<file path="config.mk">
export PLATFORM = sky130hd
export DESIGN_NAME = pipeline_hazard_ctrl_flat
export DESIGN_NICKNAME = d
export VERILOG_FILES = /design/src/rtl/hazard_pkg.sv /design/src/rtl/hazard_if.sv /design/src/rtl/sat_counter.sv /design/src/rtl/pipeline_hazard_ctrl.sv /design/src/flat_wrapper.sv
export SDC_FILE = /design/constraint.sdc
export NUM_CORES = 1
export LEC_CHECK = 0
export ABC_AREA = 1
export CAP_MARGIN = 20
export CORE_UTILIZATION = 42
export CTS_CLUSTER_SIZE = 8
export DETAILED_ROUTE_END_ITERATION = 16
export DONT_BUFFER_PORTS = 1
export SYNTH_ARGS = -nofsm -noshare
export SYNTH_HDL_FRONTEND = slang
export SYNTH_SLANG_ARGS = --single-unit
</file>
<file path="constraint.sdc">
create_clock -name clk -period 2.5 [get_ports clk]
set_clock_uncertainty 0.05 [all_clocks]
set_input_delay 0.5 -clock clk [delete_from_list [all_inputs] [get_ports clk]]
set_output_delay 0.5 -clock clk [all_outputs]
set_load 0.05 [all_outputs]
</file>
<file path="src/rtl/hazard_pkg.sv">
// Shared types for the pipeline stall/flush sequencer.
// Control bundles are packed {pc, ifid en/fl, idex en/fl, exmem en/fl, memwb}.
package hazard_pkg;

  typedef enum logic {
    RUN     = 1'b0,
    MD_WAIT = 1'b1
  } state_e;

  localparam logic [4:0] REG_ZERO = 5'd0;

  typedef struct packed {
    logic pc_en;
    logic ifid_en;
    logic ifid_flush;
    logic idex_en;
    logic idex_flush;
    logic exmem_en;
    logic exmem_flush;
    logic memwb_en;
  } ctrl_t;

  localparam ctrl_t CTRL_RUN    = 8'b1101_0101;
  localparam ctrl_t CTRL_FREEZE = 8'b0000_0000;
  localparam ctrl_t CTRL_MD     = 8'b0000_0111;
  localparam ctrl_t CTRL_BR     = 8'b1111_1101;
  localparam ctrl_t CTRL_LU     = 8'b0001_1101;

endpackage

</file>
<file path="src/rtl/hazard_if.sv">
// Hazard sources in, pipeline-register controls out.
// master = datapath side, slave = hazard sequencer.
interface hazard_if;
  logic [4:0] id_rs_i;
  logic [4:0] id_rt_i;
  logic       id_uses_rt_i;
  logic       ex_mem_read_i;
  logic [4:0] ex_rt_i;
  logic       ex_branch_taken_i;
  logic       ex_md_start_i;
  logic       mem_wait_i;
  logic       pc_en_o;
  logic       ifid_en_o;
  logic       ifid_flush_o;
  logic       idex_en_o;
  logic       idex_flush_o;
  logic       exmem_en_o;
  logic       exmem_flush_o;
  logic       memwb_en_o;
  logic       md_busy_o;

  modport master (
    output id_rs_i, id_rt_i, id_uses_rt_i,
    output ex_mem_read_i, ex_rt_i,
    output ex_branch_taken_i, ex_md_start_i,
    output mem_wait_i,
    input  pc_en_o, ifid_en_o, ifid_flush_o,
    input  idex_en_o, idex_flush_o,
    input  exmem_en_o, exmem_flush_o,
    input  memwb_en_o, md_busy_o
  );

  modport slave (
    input  id_rs_i, id_rt_i, id_uses_rt_i,
    input  ex_mem_read_i, ex_rt_i,
    input  ex_branch_taken_i, ex_md_start_i,
    input  mem_wait_i,
    output pc_en_o, ifid_en_o, ifid_flush_o,
    output idex_en_o, idex_flush_o,
    output exmem_en_o, exmem_flush_o,
    output memwb_en_o, md_busy_o
  );
endinterface

</file>
<file path="src/rtl/sat_counter.sv">
// Saturating up-counter, cleared by async active-low reset.
// Updates on the falling edge like the pipeline registers.
module sat_counter #(
  parameter int W = 16
) (
  input  logic         clk,
  input  logic         rst_n,
  input  logic         i_inc,
  output logic [W-1:0] o_cnt
);
  logic [W-1:0] r_cnt;

  always_ff @(negedge clk or negedge rst_n) begin
    if (!rst_n)
      r_cnt <= '0;
    else if (i_inc && (r_cnt != '1))
      r_cnt <= r_cnt + W'(1);
  end

  assign o_cnt = r_cnt;
endmodule

</file>
<file path="src/rtl/pipeline_hazard_ctrl.sv">
// Central stall/flush sequencer for the 5-stage pipeline.
// Priority: mem wait, mult/div, taken branch, load-use.
module pipeline_hazard_ctrl
  import hazard_pkg::*;
#(
  parameter int MD_CYCLES = 4,
  parameter int CNT_BITS  = 16
) (
  input  logic                clk,
  input  logic                reset,
  hazard_if.slave             hz,
  output logic [CNT_BITS-1:0] stall_cnt_o
);
  localparam bit MD_STALLS = (MD_CYCLES > 1);
  localparam int MD_LD = MD_STALLS ? MD_CYCLES - 2 : 0;
  localparam logic [3:0] MD_LOAD = 4'(MD_LD);

  state_e     r_state;
  state_e     w_state_nxt;
  logic [3:0] r_md_cnt;
  logic [3:0] w_md_cnt_nxt;
  ctrl_t      w_ctrl;
  logic       w_live;
  logic       w_run;
  logic       w_hit;
  logic       w_freeze;
  logic       w_md_act;
  logic       w_md_go;
  logic       w_br;
  logic       w_lu;

  assign w_hit = hz.ex_mem_read_i
              && (hz.ex_rt_i != REG_ZERO)
              && ((hz.id_rs_i == hz.ex_rt_i)
               || (hz.id_uses_rt_i
                && (hz.id_rt_i == hz.ex_rt_i)));

  // Selects are made mutually exclusive here so the decoder is one-hot.
  assign w_live   = reset && !hz.mem_wait_i;
  assign w_run    = w_live && (r_state == RUN);
  assign w_freeze = reset && hz.mem_wait_i;
  assign w_md_act = w_live && (r_state == MD_WAIT);
  assign w_md_go  = w_run && hz.ex_md_start_i
                 && MD_STALLS;
  assign w_br     = w_run && !w_md_go
                 && hz.ex_branch_taken_i;
  assign w_lu     = w_run && !w_md_go
                 && !hz.ex_branch_taken_i && w_hit;

  always_comb begin
    w_ctrl       = CTRL_RUN;
    w_state_nxt  = r_state;
    w_md_cnt_nxt = r_md_cnt;
    unique case (1'b1)
      w_freeze: w_ctrl = CTRL_FREEZE;
      w_md_act: begin
        w_ctrl       = CTRL_MD;
        w_md_cnt_nxt = r_md_cnt - 4'd1;
        if (r_md_cnt == 4'd1)
          w_state_nxt = RUN;
      end
      w_md_go: begin
        w_ctrl = CTRL_MD;
        if (MD_CYCLES > 2) begin
          w_state_nxt  = MD_WAIT;
          w_md_cnt_nxt = MD_LOAD;
        end
      end
      w_br: w_ctrl = CTRL_BR;
      w_lu: w_ctrl = CTRL_LU;
      default: ;
    endcase
  end

  always_ff @(negedge clk or negedge reset) begin
    if (!reset) begin
      r_state  <= RUN;
      r_md_cnt <= 4'd0;
    end else begin
      r_state  <= w_state_nxt;
      r_md_cnt <= w_md_cnt_nxt;
    end
  end

  sat_counter #(.W(CNT_BITS)) u_stall_cnt (
    .clk   (clk),
    .rst_n (reset),
    .i_inc (!w_ctrl.pc_en),
    .o_cnt (stall_cnt_o)
  );

  assign hz.pc_en_o       = w_ctrl.pc_en;
  assign hz.ifid_en_o     = w_ctrl.ifid_en;
  assign hz.ifid_flush_o  = w_ctrl.ifid_flush;
  assign hz.idex_en_o     = w_ctrl.idex_en;
  assign hz.idex_flush_o  = w_ctrl.idex_flush;
  assign hz.exmem_en_o    = w_ctrl.exmem_en;
  assign hz.exmem_flush_o = w_ctrl.exmem_flush;
  assign hz.memwb_en_o    = w_ctrl.memwb_en;
  assign hz.md_busy_o     = reset && (r_state == MD_WAIT);
endmodule

</file>
<file path="src/flat_wrapper.sv">
// flat-port wrapper written by rule: the top's interface ports become plain ports
module pipeline_hazard_ctrl_flat import hazard_pkg::*;
#(
  parameter int MD_CYCLES = 4,
  parameter int CNT_BITS  = 16
)
  (clk, reset, stall_cnt_o, hz_id_rs_i, hz_id_rt_i, hz_id_uses_rt_i, hz_ex_mem_read_i, hz_ex_rt_i, hz_ex_branch_taken_i, hz_ex_md_start_i, hz_mem_wait_i, hz_pc_en_o, hz_ifid_en_o, hz_ifid_flush_o, hz_idex_en_o, hz_idex_flush_o, hz_exmem_en_o, hz_exmem_flush_o, hz_memwb_en_o, hz_md_busy_o);
  hazard_if hz_i ();
  input  logic clk;
  input  logic reset;
  output logic [CNT_BITS-1:0] stall_cnt_o;
  input wire logic [$bits(hz_i.id_rs_i)-1:0] hz_id_rs_i;
  input wire logic [$bits(hz_i.id_rt_i)-1:0] hz_id_rt_i;
  input wire logic [$bits(hz_i.id_uses_rt_i)-1:0] hz_id_uses_rt_i;
  input wire logic [$bits(hz_i.ex_mem_read_i)-1:0] hz_ex_mem_read_i;
  input wire logic [$bits(hz_i.ex_rt_i)-1:0] hz_ex_rt_i;
  input wire logic [$bits(hz_i.ex_branch_taken_i)-1:0] hz_ex_branch_taken_i;
  input wire logic [$bits(hz_i.ex_md_start_i)-1:0] hz_ex_md_start_i;
  input wire logic [$bits(hz_i.mem_wait_i)-1:0] hz_mem_wait_i;
  output wire logic [$bits(hz_i.pc_en_o)-1:0] hz_pc_en_o;
  output wire logic [$bits(hz_i.ifid_en_o)-1:0] hz_ifid_en_o;
  output wire logic [$bits(hz_i.ifid_flush_o)-1:0] hz_ifid_flush_o;
  output wire logic [$bits(hz_i.idex_en_o)-1:0] hz_idex_en_o;
  output wire logic [$bits(hz_i.idex_flush_o)-1:0] hz_idex_flush_o;
  output wire logic [$bits(hz_i.exmem_en_o)-1:0] hz_exmem_en_o;
  output wire logic [$bits(hz_i.exmem_flush_o)-1:0] hz_exmem_flush_o;
  output wire logic [$bits(hz_i.memwb_en_o)-1:0] hz_memwb_en_o;
  output wire logic [$bits(hz_i.md_busy_o)-1:0] hz_md_busy_o;
  assign hz_i.id_rs_i = hz_id_rs_i;
  assign hz_i.id_rt_i = hz_id_rt_i;
  assign hz_i.id_uses_rt_i = hz_id_uses_rt_i;
  assign hz_i.ex_mem_read_i = hz_ex_mem_read_i;
  assign hz_i.ex_rt_i = hz_ex_rt_i;
  assign hz_i.ex_branch_taken_i = hz_ex_branch_taken_i;
  assign hz_i.ex_md_start_i = hz_ex_md_start_i;
  assign hz_i.mem_wait_i = hz_mem_wait_i;
  assign hz_pc_en_o = hz_i.pc_en_o;
  assign hz_ifid_en_o = hz_i.ifid_en_o;
  assign hz_ifid_flush_o = hz_i.ifid_flush_o;
  assign hz_idex_en_o = hz_i.idex_en_o;
  assign hz_idex_flush_o = hz_i.idex_flush_o;
  assign hz_exmem_en_o = hz_i.exmem_en_o;
  assign hz_exmem_flush_o = hz_i.exmem_flush_o;
  assign hz_memwb_en_o = hz_i.memwb_en_o;
  assign hz_md_busy_o = hz_i.md_busy_o;
  pipeline_hazard_ctrl #(.MD_CYCLES(MD_CYCLES), .CNT_BITS(CNT_BITS)) u_core (.clk(clk), .reset(reset), .hz(hz_i), .stall_cnt_o(stall_cnt_o));
endmodule
</file>
==> impl_metrics.toml <==
[run_status]
status = "finished with violations"
violations = "setup timing"

[hold_path]
hold_path.class = "reg2reg"
hp-start = "u_core.r_md_cnt[3]"

[yosys]
async_reset_ff_share_pct = 100
synth_top_area_share_pct = 33.1
yosysMostFrequentCell = "nand2_1"
ys.flop_type = "dfrtn_1"
ys_seq_elements = 21
synth_top_cell_by_area = "dfrtn_1"
synthTopCellsByArea = "dfrtn_1 (33%), nand2_1 (21%), nand4_1 (7.1%), inv_1 (5.7%), xor2_1 (5.5%)"
syn_avg_cell_area_um2 = 6.83
netlist_area_um2 = 1590
synth_cell_types = 25
synth_edf_count = 0
synthCells = 232
yosysSeqAreaShare_pct = 33.1
yosys_warnings = 0
synth_fp_nets = 257
synth_commonest_cells = "nand2_1 (90), inv_1 (24), dfrtn_1 (21)"

[routing]
drt-vias-per-instance = 4.91
drc = 0
dr.pass1.iters = 4
wl_per_cell_um = 12.4
routed_wl_um = 4080
vias = 1614
initialDrtViolationCount = 74
postRouteAntennaNets = 0

[finish]
layout-drive-gt1-share_pct = 31.1
multi_input_area_um2 = 1040
syn_to_final_growth_pct = 53.3
num-nets-final = 309
diodes = 0
nFillCells = 282
utilization_pct = 70.1
seq_area_um2 = 526

[clock_network]
h-tree-depth = 1
cts-root-buf = "clkbuf_8"
cts-hold-fix-buffers = 0
cts_made_buffers = 3
clk_path_buf_depth = 2
cts.clk_slew.worst_paths_ns = 0.05
clock_sink_count = 21
cts_tree = "yes"
clkLatencyLatePin_ns = 0.27

[floorplan]
rows = 21
ios = 47
die_area_um2 = 4020
start_util_pct = 45.7
fp.dieH_um = 63.4
die_w_um = 63.4
core_um2 = 3470

[timing]
rsz0062_at_grt = "yes"
setup_viol = 42
slew_headroom_pct = 68.6
worst_slack_ns = -0.761
finalSetupTns_ns = -13.57
hold_viol_final = 0
tightest_slew_ns = 0.471
report.final.slew_viol_count = 0
whs_ns = 0.362

[setup_path]
worstSetupPathType = "reg2out"
cpMostUsedCell = "nand2_8"
critPathCaptureType = "output pin"
cp_slowest_cell = "dfrtn_1"
critPathMaxStageDelay_ns = 0.49
crit_family = "flip-flops"
path_buf_inv = 1
arrival_ns = 2.71
crit_path_start = "u_core.r_state"
critPathMaxFanout = 3
path_cells = "inv_2 -> nand3_4 -> nand2_8 -> a21oi_4 -> nand2_4 -> nand2_8"
crit_required_ns = 1.95
critPathLaunchType = "flip-flop"
timing.rr.start = "u_core.u_stall_cnt.o_cnt[1]"

[global_routing]
grt_pass1_vias = 1582
grt_use_total_pct = 21.4
antenna_found_initial = 0
grt_max_degree = 26
overflow = 0
grt_pass1_wl_um = 6890

[place]
dp_hpwl_um = 2840
place_congestion = 0.830
port_buffers = 0

[power_and_ir_drop]
peakVddDrop_mv = 0.294
powerDensity_nw_per_um2 = 653
p_leak_nw = 1.20

[run]
drv_cap = 0
==> power breakdown <==
part / internal (W) / leakage (nW) / switching (W) / total, W
Combinational: 0.000385 / 0.899 / 0.000467 / 0.000852
Sequential: 0.000416 / 0.279 / 0.0000927 / 0.000509
Clock: 0.000114 / 0.0228 / 0.000113 / 0.000227
Total: 0.000914 / 1.20 / 0.000673 / 0.00159
==> cells in the final DEF, fill, tap and decap left out, drive strengths merged <==
cell and instances:
inv 28, nand2 92, nand3 18, clkinvlp 1
a21oi 1, o21ai 3, clkbuf 4, nand4 18
ha 3, nor2 22, o211ai 1, buf 53
xnor2 3, dfrtn 21, nor3 5, xor2 10
==> sequential cells by signal, indices dropped and copies added, names as in the netlist <==
register	cells
u_core.r_state	1
u_core.u_stall_cnt.o_cnt	16
u_core.r_md_cnt	4
==> logic make-up (layout without fill, tap and decap cells) <==
family          Yosys count  after routing  synth area share (%)
simple gates            154            155                  45.6
buf+inv                  36             86                  9.71
flops                    21             21                  33.1
xor+xnor                 13             13                  7.18
compound gates            5              5                  1.97
fa+ha+maj                 3              3                  2.37
==> worst paths after layout <==
kind                                                end  cells after the start  slack, ns
min in group asynchronous            u_core.r_md_cnt[1]                      0       1.00
min                                  u_core.r_md_cnt[3]                      1       0.36
max reg2reg                u_core.u_stall_cnt.o_cnt[11]                      9       0.18
min reg2reg                          u_core.r_md_cnt[3]                      1       0.36
max                                          hz_pc_en_o                      6      -0.76
max in group asynchronous  u_core.u_stall_cnt.o_cnt[10]                      0       1.29
==> final cells by class <==
| cell class | count | area share [%] |
|---|---|---|
| Tap cell | 46 | 2.37 |
| Timing Repair Buffer | 53 | 26.5 |
| Multi-Input combinational cell | 176 | 42.7 |
| Clock buffer | 4 | 1.85 |
| Inverter | 29 | 4.94 |
| Sequential cell | 21 | 21.6 |
==> routing by layer <==
| layer | GRT usage, % | part of all wire [%] | vias up |
|---|---|---|---|
| li1 | - | - | 842 |
| met1 | 28.4 | 47 | 727 |
| met2 | 36.4 | 47 | 43 |
| met3 | 2.72 | 5.3 | 2 |
| met4 | 5.11 | 0.54 | 0 |
| met5 | 0 | 0 | - |
==> repair_timing <==
item	in CTS	in global routing
hold endpoints to repair	0	0
pin swaps	9	9
buffers inserted	8	9
gates cloned	1	0
resized for setup	20	11
endpoints found under the setup margin	40	41
==> metrics by stage <==
| step | cells | setup slack (ns) | instance area [um^2] | total power [W] |
|---|---|---|---|---|
| 6_report | 329 | -0.761 | 2430 | 0.00159 |
| 5_1_grt | 329 | -0.807 | 2430 | 0.00169 |
| 4_1_cts | 322 | -0.710 | 2350 | 0.00153 |
| 3_5_place_dp | 309 | -0.579 | 2150 | 0.00122 |
| 3_3_place_gp | 309 | -0.510 | 2150 | 0.00121 |
| 2_1_floorplan | 232 | -0.980 | 1690 | 0.000971 |
Note: power is estimated with default switching activity, not from simulation.
